File: src/rtl/sequencer_lut_loader_if.sv
// Host-side LUT entry stream: valid/ready handshake carrying one LUT command entry.
// The host drives the master modport; the loader receives on the slave modport.
interface sequencer_lut_loader_if #(
    parameter int unsigned ENTRY_WIDTH = 37
);
    logic                   entry_valid;
    logic [ENTRY_WIDTH-1:0] entry_data;
    logic                   entry_ready;

    modport master (
        output entry_valid,
        output entry_data,
        input  entry_ready
    );

    modport slave (
        input  entry_valid,
        input  entry_data,
        output entry_ready
    );
endinterface

File: src/rtl/sequencer_lut_loader.sv
// Loads host LUT entries into the sequencer through its RST-state write port, reads them
// back for a checksum verify, and releases the sequencer with config_done_o on success.
module sequencer_lut_loader #(
    parameter int unsigned LUT_DEPTH      = 256,
    parameter int unsigned ENTRY_WIDTH    = 37,
    parameter int unsigned READBACK_WIDTH = 29,
    parameter int unsigned REWIND_CYCLES  = 2
) (
    input  logic                      clk,
    input  logic                      reset_n_i,
    input  logic                      start_i,
    input  logic [8:0]                num_entries_i,
    sequencer_lut_loader_if.slave     host,
    output logic                      seq_reset_o,
    output logic                      lut_wen_o,
    output logic [ENTRY_WIDTH-1:0]    lut_write_data_o,
    output logic                      lut_rden_o,
    input  logic [READBACK_WIDTH-1:0] lut_read_data_i,
    output logic                      config_done_o,
    output logic                      busy_o,
    output logic                      error_o,
    output logic [1:0]                error_code_o,
    output logic [8:0]                entries_written_o
);

    localparam int unsigned RW = (REWIND_CYCLES > 1) ? $clog2(REWIND_CYCLES) : 1;

    localparam logic [2:0] S_IDLE   = 3'd0;
    localparam logic [2:0] S_CLR    = 3'd1;
    localparam logic [2:0] S_WRITE  = 3'd2;
    localparam logic [2:0] S_REWIND = 3'd3;
    localparam logic [2:0] S_READ   = 3'd4;
    localparam logic [2:0] S_CHECK  = 3'd5;
    localparam logic [2:0] S_DONE   = 3'd6;
    localparam logic [2:0] S_ERROR  = 3'd7;

    localparam logic [1:0] ERR_NONE     = 2'd0;
    localparam logic [1:0] ERR_COUNT    = 2'd1;
    localparam logic [1:0] ERR_CHECKSUM = 2'd2;

    logic [2:0]             state_q, state_d;
    logic [8:0]             n_q, n_d;
    logic [8:0]             wcnt_q, wcnt_d;
    logic [8:0]             rissue_q, rissue_d;
    logic [8:0]             rcap_q, rcap_d;
    logic [RW-1:0]          rw_q, rw_d;
    logic [31:0]            wsum_q, wsum_d;
    logic [31:0]            rsum_q, rsum_d;
    logic                   ready_q, ready_d;
    logic                   wen_q, wen_d;
    logic [ENTRY_WIDTH-1:0] wdata_q, wdata_d;
    logic                   rden_q, rden_d;
    logic                   rvalid_q, rvalid_d;
    logic                   seq_reset_q, seq_reset_d;
    logic                   done_q, done_d;
    logic                   err_q, err_d;
    logic [1:0]             ecode_q, ecode_d;
    logic                   busy_q, busy_d;

    logic accept;
    logic count_ok;

    assign accept   = ready_q & host.entry_valid;
    assign count_ok = (num_entries_i != 9'd0) && (num_entries_i <= 9'(LUT_DEPTH));

    always_comb begin
        state_d     = state_q;
        n_d         = n_q;
        wcnt_d      = wcnt_q;
        rissue_d    = rissue_q;
        rcap_d      = rcap_q;
        rw_d        = rw_q;
        wsum_d      = wsum_q;
        rsum_d      = rsum_q;
        ready_d     = 1'b0;
        wen_d       = 1'b0;
        wdata_d     = wdata_q;
        rden_d      = 1'b0;
        rvalid_d    = rden_q;
        seq_reset_d = 1'b0;
        done_d      = done_q;
        err_d       = err_q;
        ecode_d     = ecode_q;

        case (state_q)
            S_IDLE, S_DONE, S_ERROR: begin
                if (start_i) begin
                    n_d     = num_entries_i;
                    wcnt_d  = '0;
                    wsum_d  = '0;
                    rsum_d  = '0;
                    done_d  = 1'b0;
                    err_d   = 1'b0;
                    ecode_d = ERR_NONE;
                    if (count_ok) begin
                        state_d     = S_CLR;
                        seq_reset_d = 1'b1;
                        rw_d        = '0;
                    end else begin
                        state_d = S_ERROR;
                        err_d   = 1'b1;
                        ecode_d = ERR_COUNT;
                    end
                end
            end

            // Both reset pulses share one counter; the pulse ends on the last count.
            S_CLR, S_REWIND: begin
                if (rw_q == RW'(REWIND_CYCLES - 1)) begin
                    if (state_q == S_CLR) begin
                        state_d = S_WRITE;
                        ready_d = (wcnt_q < n_q);
                    end else begin
                        state_d  = S_READ;
                        rden_d   = 1'b1;
                        rissue_d = 9'd1;
                        rcap_d   = '0;
                    end
                end else begin
                    rw_d        = rw_q + 1'b1;
                    seq_reset_d = 1'b1;
                end
            end

            S_WRITE: begin
                if (accept) begin
                    wen_d   = 1'b1;
                    wdata_d = host.entry_data;
                    wcnt_d  = wcnt_q + 1'b1;
                    wsum_d  = wsum_q + {{(32 - READBACK_WIDTH){1'b0}},
                                        host.entry_data[READBACK_WIDTH-1:0]};
                end
                ready_d = (wcnt_d < n_q);
                // The N-th pulse is on the wire this cycle, so the rewind may start next.
                if (wen_q && (wcnt_q == n_q)) begin
                    state_d     = S_REWIND;
                    ready_d     = 1'b0;
                    seq_reset_d = 1'b1;
                    rw_d        = '0;
                end
            end

            S_READ: begin
                if (rissue_q < n_q) begin
                    rden_d   = 1'b1;
                    rissue_d = rissue_q + 1'b1;
                end
                if (rvalid_q) begin
                    rsum_d = rsum_q + {{(32 - READBACK_WIDTH){1'b0}}, lut_read_data_i};
                    rcap_d = rcap_q + 1'b1;
                    if (rcap_q == (n_q - 9'd1)) begin
                        state_d = S_CHECK;
                    end
                end
            end

            S_CHECK: begin
                if (wsum_q == rsum_q) begin
                    state_d = S_DONE;
                    done_d  = 1'b1;
                end else begin
                    state_d = S_ERROR;
                    err_d   = 1'b1;
                    ecode_d = ERR_CHECKSUM;
                end
            end

            default: state_d = S_IDLE;
        endcase

        busy_d = (state_d == S_CLR) || (state_d == S_WRITE) || (state_d == S_REWIND) ||
                 (state_d == S_READ) || (state_d == S_CHECK);
    end

    always_ff @(posedge clk) begin
        if (!reset_n_i) begin
            state_q     <= S_IDLE;
            n_q         <= '0;
            wcnt_q      <= '0;
            rissue_q    <= '0;
            rcap_q      <= '0;
            rw_q        <= '0;
            wsum_q      <= '0;
            rsum_q      <= '0;
            ready_q     <= 1'b0;
            wen_q       <= 1'b0;
            wdata_q     <= '0;
            rden_q      <= 1'b0;
            rvalid_q    <= 1'b0;
            seq_reset_q <= 1'b0;
            done_q      <= 1'b0;
            err_q       <= 1'b0;
            ecode_q     <= ERR_NONE;
            busy_q      <= 1'b0;
        end else begin
            state_q     <= state_d;
            n_q         <= n_d;
            wcnt_q      <= wcnt_d;
            rissue_q    <= rissue_d;
            rcap_q      <= rcap_d;
            rw_q        <= rw_d;
            wsum_q      <= wsum_d;
            rsum_q      <= rsum_d;
            ready_q     <= ready_d;
            wen_q       <= wen_d;
            wdata_q     <= wdata_d;
            rden_q      <= rden_d;
            rvalid_q    <= rvalid_d;
            seq_reset_q <= seq_reset_d;
            done_q      <= done_d;
            err_q       <= err_d;
            ecode_q     <= ecode_d;
            busy_q      <= busy_d;
        end
    end

    assign host.entry_ready  = ready_q;
    assign seq_reset_o       = seq_reset_q;
    assign lut_wen_o         = wen_q;
    assign lut_write_data_o  = wdata_q;
    assign lut_rden_o        = rden_q;
    assign config_done_o     = done_q;
    assign busy_o            = busy_q;
    assign error_o           = err_q;
    assign error_code_o      = ecode_q;
    assign entries_written_o = wcnt_q;

endmodule

File: src/flat_wrapper.sv
// flat-port wrapper written by rule: the top's interface ports become plain ports
module sequencer_lut_loader_flat 
#(
    parameter int unsigned LUT_DEPTH      = 256,
    parameter int unsigned ENTRY_WIDTH    = 37,
    parameter int unsigned READBACK_WIDTH = 29,
    parameter int unsigned REWIND_CYCLES  = 2
)
  (clk, reset_n_i, start_i, num_entries_i, seq_reset_o, lut_wen_o, lut_write_data_o, lut_rden_o, lut_read_data_i, config_done_o, busy_o, error_o, error_code_o, entries_written_o, host_entry_valid, host_entry_data, host_entry_ready);
  sequencer_lut_loader_if #(.ENTRY_WIDTH(ENTRY_WIDTH)) host_i ();
  input  logic clk;
  input  logic reset_n_i;
  input  logic start_i;
  input  logic [8:0] num_entries_i;
  output logic seq_reset_o;
  output logic lut_wen_o;
  output logic [ENTRY_WIDTH-1:0] lut_write_data_o;
  output logic lut_rden_o;
  input  logic [READBACK_WIDTH-1:0] lut_read_data_i;
  output logic config_done_o;
  output logic busy_o;
  output logic error_o;
  output logic [1:0] error_code_o;
  output logic [8:0] entries_written_o;
  input wire logic [$bits(host_i.entry_valid)-1:0] host_entry_valid;
  input wire logic [$bits(host_i.entry_data)-1:0] host_entry_data;
  output wire logic [$bits(host_i.entry_ready)-1:0] host_entry_ready;
  assign host_i.entry_valid = host_entry_valid;
  assign host_i.entry_data = host_entry_data;
  assign host_entry_ready = host_i.entry_ready;
  sequencer_lut_loader #(.LUT_DEPTH(LUT_DEPTH), .ENTRY_WIDTH(ENTRY_WIDTH), .READBACK_WIDTH(READBACK_WIDTH), .REWIND_CYCLES(REWIND_CYCLES)) u_core (.clk(clk), .reset_n_i(reset_n_i), .start_i(start_i), .num_entries_i(num_entries_i), .host(host_i), .seq_reset_o(seq_reset_o), .lut_wen_o(lut_wen_o), .lut_write_data_o(lut_write_data_o), .lut_rden_o(lut_rden_o), .lut_read_data_i(lut_read_data_i), .config_done_o(config_done_o), .busy_o(busy_o), .error_o(error_o), .error_code_o(error_code_o), .entries_written_o(entries_written_o));
endmodule
File: config.mk
export PLATFORM = sky130hd
export DESIGN_NAME = sequencer_lut_loader_flat
export DESIGN_NICKNAME = d
export VERILOG_FILES = /design/src/rtl/sequencer_lut_loader_if.sv /design/src/rtl/sequencer_lut_loader.sv /design/src/flat_wrapper.sv
export SDC_FILE = /design/constraint.sdc
export NUM_CORES = 1
export LEC_CHECK = 0
export BUFFER_PORTS_ARGS = -buffer_cell sky130_fd_sc_hd__buf_2
export CORE_MARGIN = 2
export CORE_UTILIZATION = 30
export CTS_CLUSTER_DIAMETER = 100
export CTS_CLUSTER_SIZE = 30
export DETAILED_ROUTE_END_ITERATION = 12
export PLACE_DENSITY = 0.49
export SLEW_MARGIN = 20
export SYNTH_ARGS = -nofsm -noshare
export SYNTH_HDL_FRONTEND = slang
export SYNTH_SLANG_ARGS = --single-unit
File: constraint.sdc
create_clock -name clk -period 8.6 [get_ports clk]
set_clock_uncertainty 0.2 [all_clocks]
set_input_delay 0.43 -clock clk [delete_from_list [all_inputs] [get_ports clk]]
set_output_delay 0.43 -clock clk [all_outputs]
set_load 0.005 [all_outputs]
==> results.sh <==
export IMPL_synth_warnings=0
export IMPL_grt_first_pass_wirelength_um=46600
export IMPL_core_um2=32400
export IMPL_status="finished, final reports clean"
export IMPL_syn_area_um2=9790
export IMPL_first_iter_violations=458
export IMPL_syn_to_final_growth_pct=17.2
export IMPL_worst_pin_slew_ns=0.870
export IMPL_maxCapViolCount=0
export IMPL_rsz0062_at_grt="no"
export IMPL_fin_crit_sh=0.387
export IMPL_cp_num_cells=6
export IMPL_fin_crit_ns=3.33
export IMPL_worst_ep_required_time_ns=8.78
export IMPL_synth_largest_area_cell="dfxtp_1"
export IMPL_fmax_ghz=0.300
export IMPL_register_area_um2=3020
export IMPL_cts_root_buf="clkbuf_16"
export IMPL_synth_seq_cells=151
export IMPL_worstSkewPairLatency_ns=0.44
export IMPL_grt_antenna_before_repair=1
export IMPL_start_kind="flip-flop"
export IMPL_hpwl_um=22200
export IMPL_die_w_um=185
export IMPL_pin_count=134
export IMPL_antenna_left=0
export IMPL_port_buffers=133
export IMPL_r2r_start="u_core.state_q[1]"
export IMPL_final_area_um2=11500
export IMPL_path_delay_family="simple AND/OR/NAND/NOR gates"
export IMPL_grt_overflow=0
export IMPL_worstHoldPathType="in2reg"
export IMPL_r2r_end="u_core.wsum_q[25]"
export IMPL_via_per_inst=4.99
export IMPL_crit_path_frequent_cell="nand2_1"
export IMPL_rows=66
export IMPL_fillCellCount=3500
export IMPL_vias=8961
export IMPL_gp_congestion=0.849
export IMPL_yosysUniqueCellTypes=77
export IMPL_clockBufferDepth=2
export IMPL_synth_flop_cell="dfxtp_1"
export IMPL_end_kind="flip-flop"
export IMPL_first_global_vias=8580
export IMPL_synth_edf_count=0
export IMPL_cp_arrival_ns=3.51
export IMPL_clkSinkCount=151
export IMPL_path_class="reg2reg"
export IMPL_critPathSlowestCell="dfxtp_1"
export IMPL_dieArea_um2=34100
export IMPL_yosysSeqAreaShare=0.309
export IMPL_startpoint="u_core.state_q[1]"
export IMPL_num_nets_final=1509
export IMPL_place_area_um2=10900
export IMPL_power_density_nw_per_um2=183
export IMPL_cts_hold_fix_buffers=0
export IMPL_wl_um=29400
export IMPL_grt_start_max_net_pins=67
export IMPL_cp_cell_sequence="nand2_1, nor2_4, buf_4, nand2_1, or4_1, nand3_1"
export IMPL_crit_path_max_incr_delay_ns=0.82
export IMPL_r2r_cells=6
export IMPL_post_cts_buffers=0
export IMPL_cts_resized=0
export IMPL_cts_tree="done"
export IMPL_avgRoutedWirePerCell_um=16.4
export IMPL_die_h_um=185
export IMPL_rrSetupSlack_ns=5.27
export IMPL_crit_buf_inv=1
export IMPL_leakage_nw=4.93
export IMPL_postSynthCellCount=1237
export IMPL_first_pass_iters=5
export IMPL_synth_top_area_frac=0.309
export IMPL_multi_input_area_um2=6460
export IMPL_gr_usage_all_layers=0.175
export IMPL_crit_fanout=51
export IMPL_numCtsBuffers=17
export IMPL_drive_gt1_frac=0.150
export IMPL_synth_area_top_cells="dfxtp_1 (31%), ha_1 (11%), nand2_1 (7.4%), a21oi_1 (6.7%), xnor2_1 (6.5%)"
export IMPL_path_clk_slew_ns=0.07
export IMPL_ys_async_sr_fraction=0
export IMPL_drc=0
export IMPL_worstSetupEndpoint="u_core.wsum_q[25]"
export IMPL_setup_tns_ns=0
export IMPL_syn_avg_cell_area_um2=7.91
export IMPL_n_antenna_cell=0
export IMPL_final_hold_violation_count=0
export IMPL_syn_nets=1405
export IMPL_peakVddDrop_mv=0.142
export IMPL_slew_headroom=0.419
export IMPL_finalSetupViolCount=0
export IMPL_start_util=0.302
export IMPL_finalMaxSlewViolations=0
export IMPL_htree_levels=4
==> how the worst min path moves through the flow <==
stage / from / endpoint / slack, ns / depth (start not counted)
final: host_entry_data[31] / u_core.lut_write_data_o[31] / 0.03 / 3
after detailed placement: u_core.lut_write_data_o[35] / u_core.lut_write_data_o[35] / 0.25 / 2
after floorplan: u_core.n_q[7] / u_core.n_q[7] / 0.25 / 2
after CTS: host_entry_data[34] / u_core.lut_write_data_o[34] / 0.01 / 3
after global placement: u_core.lut_write_data_o[15] / u_core.lut_write_data_o[15] / 0.24 / 2
after global routing: host_entry_data[33] / u_core.lut_write_data_o[33] / 0.02 / 3
==> cell usage after synthesis (3+ instances only) <==
| cell | n |
|---|---|
| nand2_1 | 193 |
| dfxtp_1 | 151 |
| a21oi_1 | 132 |
| nor2_1 | 89 |
| ha_1 | 87 |
| xnor2_1 | 73 |
| o21ai_0 | 63 |
| nand3_1 | 48 |
| xor2_1 | 46 |
| clkbuf_1 | 42 |
| a21o_1 | 40 |
| inv_1 | 28 |
| nand4_1 | 20 |
| a211oi_1 | 19 |
| a22oi_1 | 19 |
| and3_1 | 18 |
| nand2b_1 | 13 |
| a31oi_1 | 12 |
| nor3_1 | 11 |
| and2_1 | 10 |
| nor2b_1 | 8 |
| buf_2 | 7 |
| o31ai_1 | 7 |
| nor4_1 | 5 |
| or2_2 | 5 |
| or3_1 | 5 |
| a21boi_1 | 4 |
| nor3b_1 | 4 |
| o21a_1 | 4 |
| a211o_1 | 3 |
| a21boi_0 | 3 |
| a21oi_2 | 3 |
| buf_1 | 3 |
| mux2_2 | 3 |
| nand3b_1 | 3 |
| o21ai_1 | 3 |
| o21bai_1 | 3 |
| o22ai_1 | 3 |
==> registers in the layout, summed over array words and instances (netlist names), 3 cells and up <==
| name | flops |
|---|---|
| u_core.entries_written_o | 9 |
| u_core.lut_write_data_o | 37 |
| u_core.n_q | 9 |
| u_core.rcap_q | 9 |
| u_core.rissue_q | 9 |
| u_core.rsum_q | 32 |
| u_core.state_q | 3 |
| u_core.wsum_q | 32 |
==> area by class of cell <==
cell class              instances  share of cell area
well taps                     442              0.0482
clock inverters                12              0.0144
inverters                      29             0.00960
repair buffers                138              0.0613
flip-flops and latches        151               0.264
multi-input cells            1004               0.563
clock buffers                  19              0.0395
==> layout by cell type (no fill, tap or decap), types with 4 or more instances in the layout <==
cell type  count
or3_1          4
xnor2_1       73
a21boi_1       4
o21a_1         4
nand2b_1      13
nor2b_1        8
nand3_1       48
a211oi_1      19
nor3_1        11
inv_1         28
nand4_1       20
ha_1          87
o31ai_1        7
nor2_1        88
o21ai_0       63
buf_4          5
a21oi_1      132
buf_2        133
or2_2          5
a21o_1        40
dfxtp_1      151
nor3b_1        4
xor2_1        46
nor4_1         5
a22oi_1       19
inv_6          4
nand2_1      193
clkbuf_16     17
and3_1        18
and2_1        10
a31oi_1       12
==> worst register-to-register path, delay by kind of cell, from the launching register on <==
| kind | cells | cell delay (ns) |
|---|---|---|
| DFF | 1 | 0.82 |
| buffers and inverters | 1 | 0.51 |
| and+or+nand+nor | 5 | 1.75 |
==> routing by layer <==
| layer | vias up | wire length [um] | GRT usage |
|---|---|---|---|
| met5 | - | 10 | 0 |
| met4 | 2 | 690 | 0.0597 |
| met3 | 42 | 1220 | 0.0310 |
| met2 | 191 | 13700 | 0.286 |
| met1 | 4133 | 13800 | 0.232 |
| li1 | 4593 | - | - |
==> through the flow <==
step | instances | util | worst slack, ns | total power, mW | hold slack, ns
4_1_cts | 1795 | 0.354 | 5.30 | 2.12 | 0.0145
3_3_place_gp | 1764 | 0.335 | 5.30 | 1.30 | 0.240
6_report | 1795 | 0.354 | 5.27 | 2.10 | 0.0307
3_5_place_dp | 1764 | 0.335 | 5.27 | 1.30 | 0.245
2_1_floorplan | 1237 | - | 5.63 | 1.14 | 0.246
5_1_grt | 1795 | 0.354 | 5.02 | 2.22 | 0.0206
==> kinds of logic after synthesis <==
kind of cell | after synthesis | share of synthesized area
compound gates | 345 | 0.221
xor+xnor | 119 | 0.106
fa+ha+maj | 89 | 0.115
buf+inv | 82 | 0.0325
flops | 151 | 0.309
mux | 4 | 0.00447
simple gates | 447 | 0.211
==> power breakdown <==
group / internal (mW) / leakage, nW / switching (mW)
sequential: 0.731 / 1.22 / 0.0598
combinational: 0.186 / 3.42 / 0.314
clock: 0.476 / 0.293 / 0.333
total: 1.39 / 4.93 / 0.707
(Power assumes the default switching activity.)
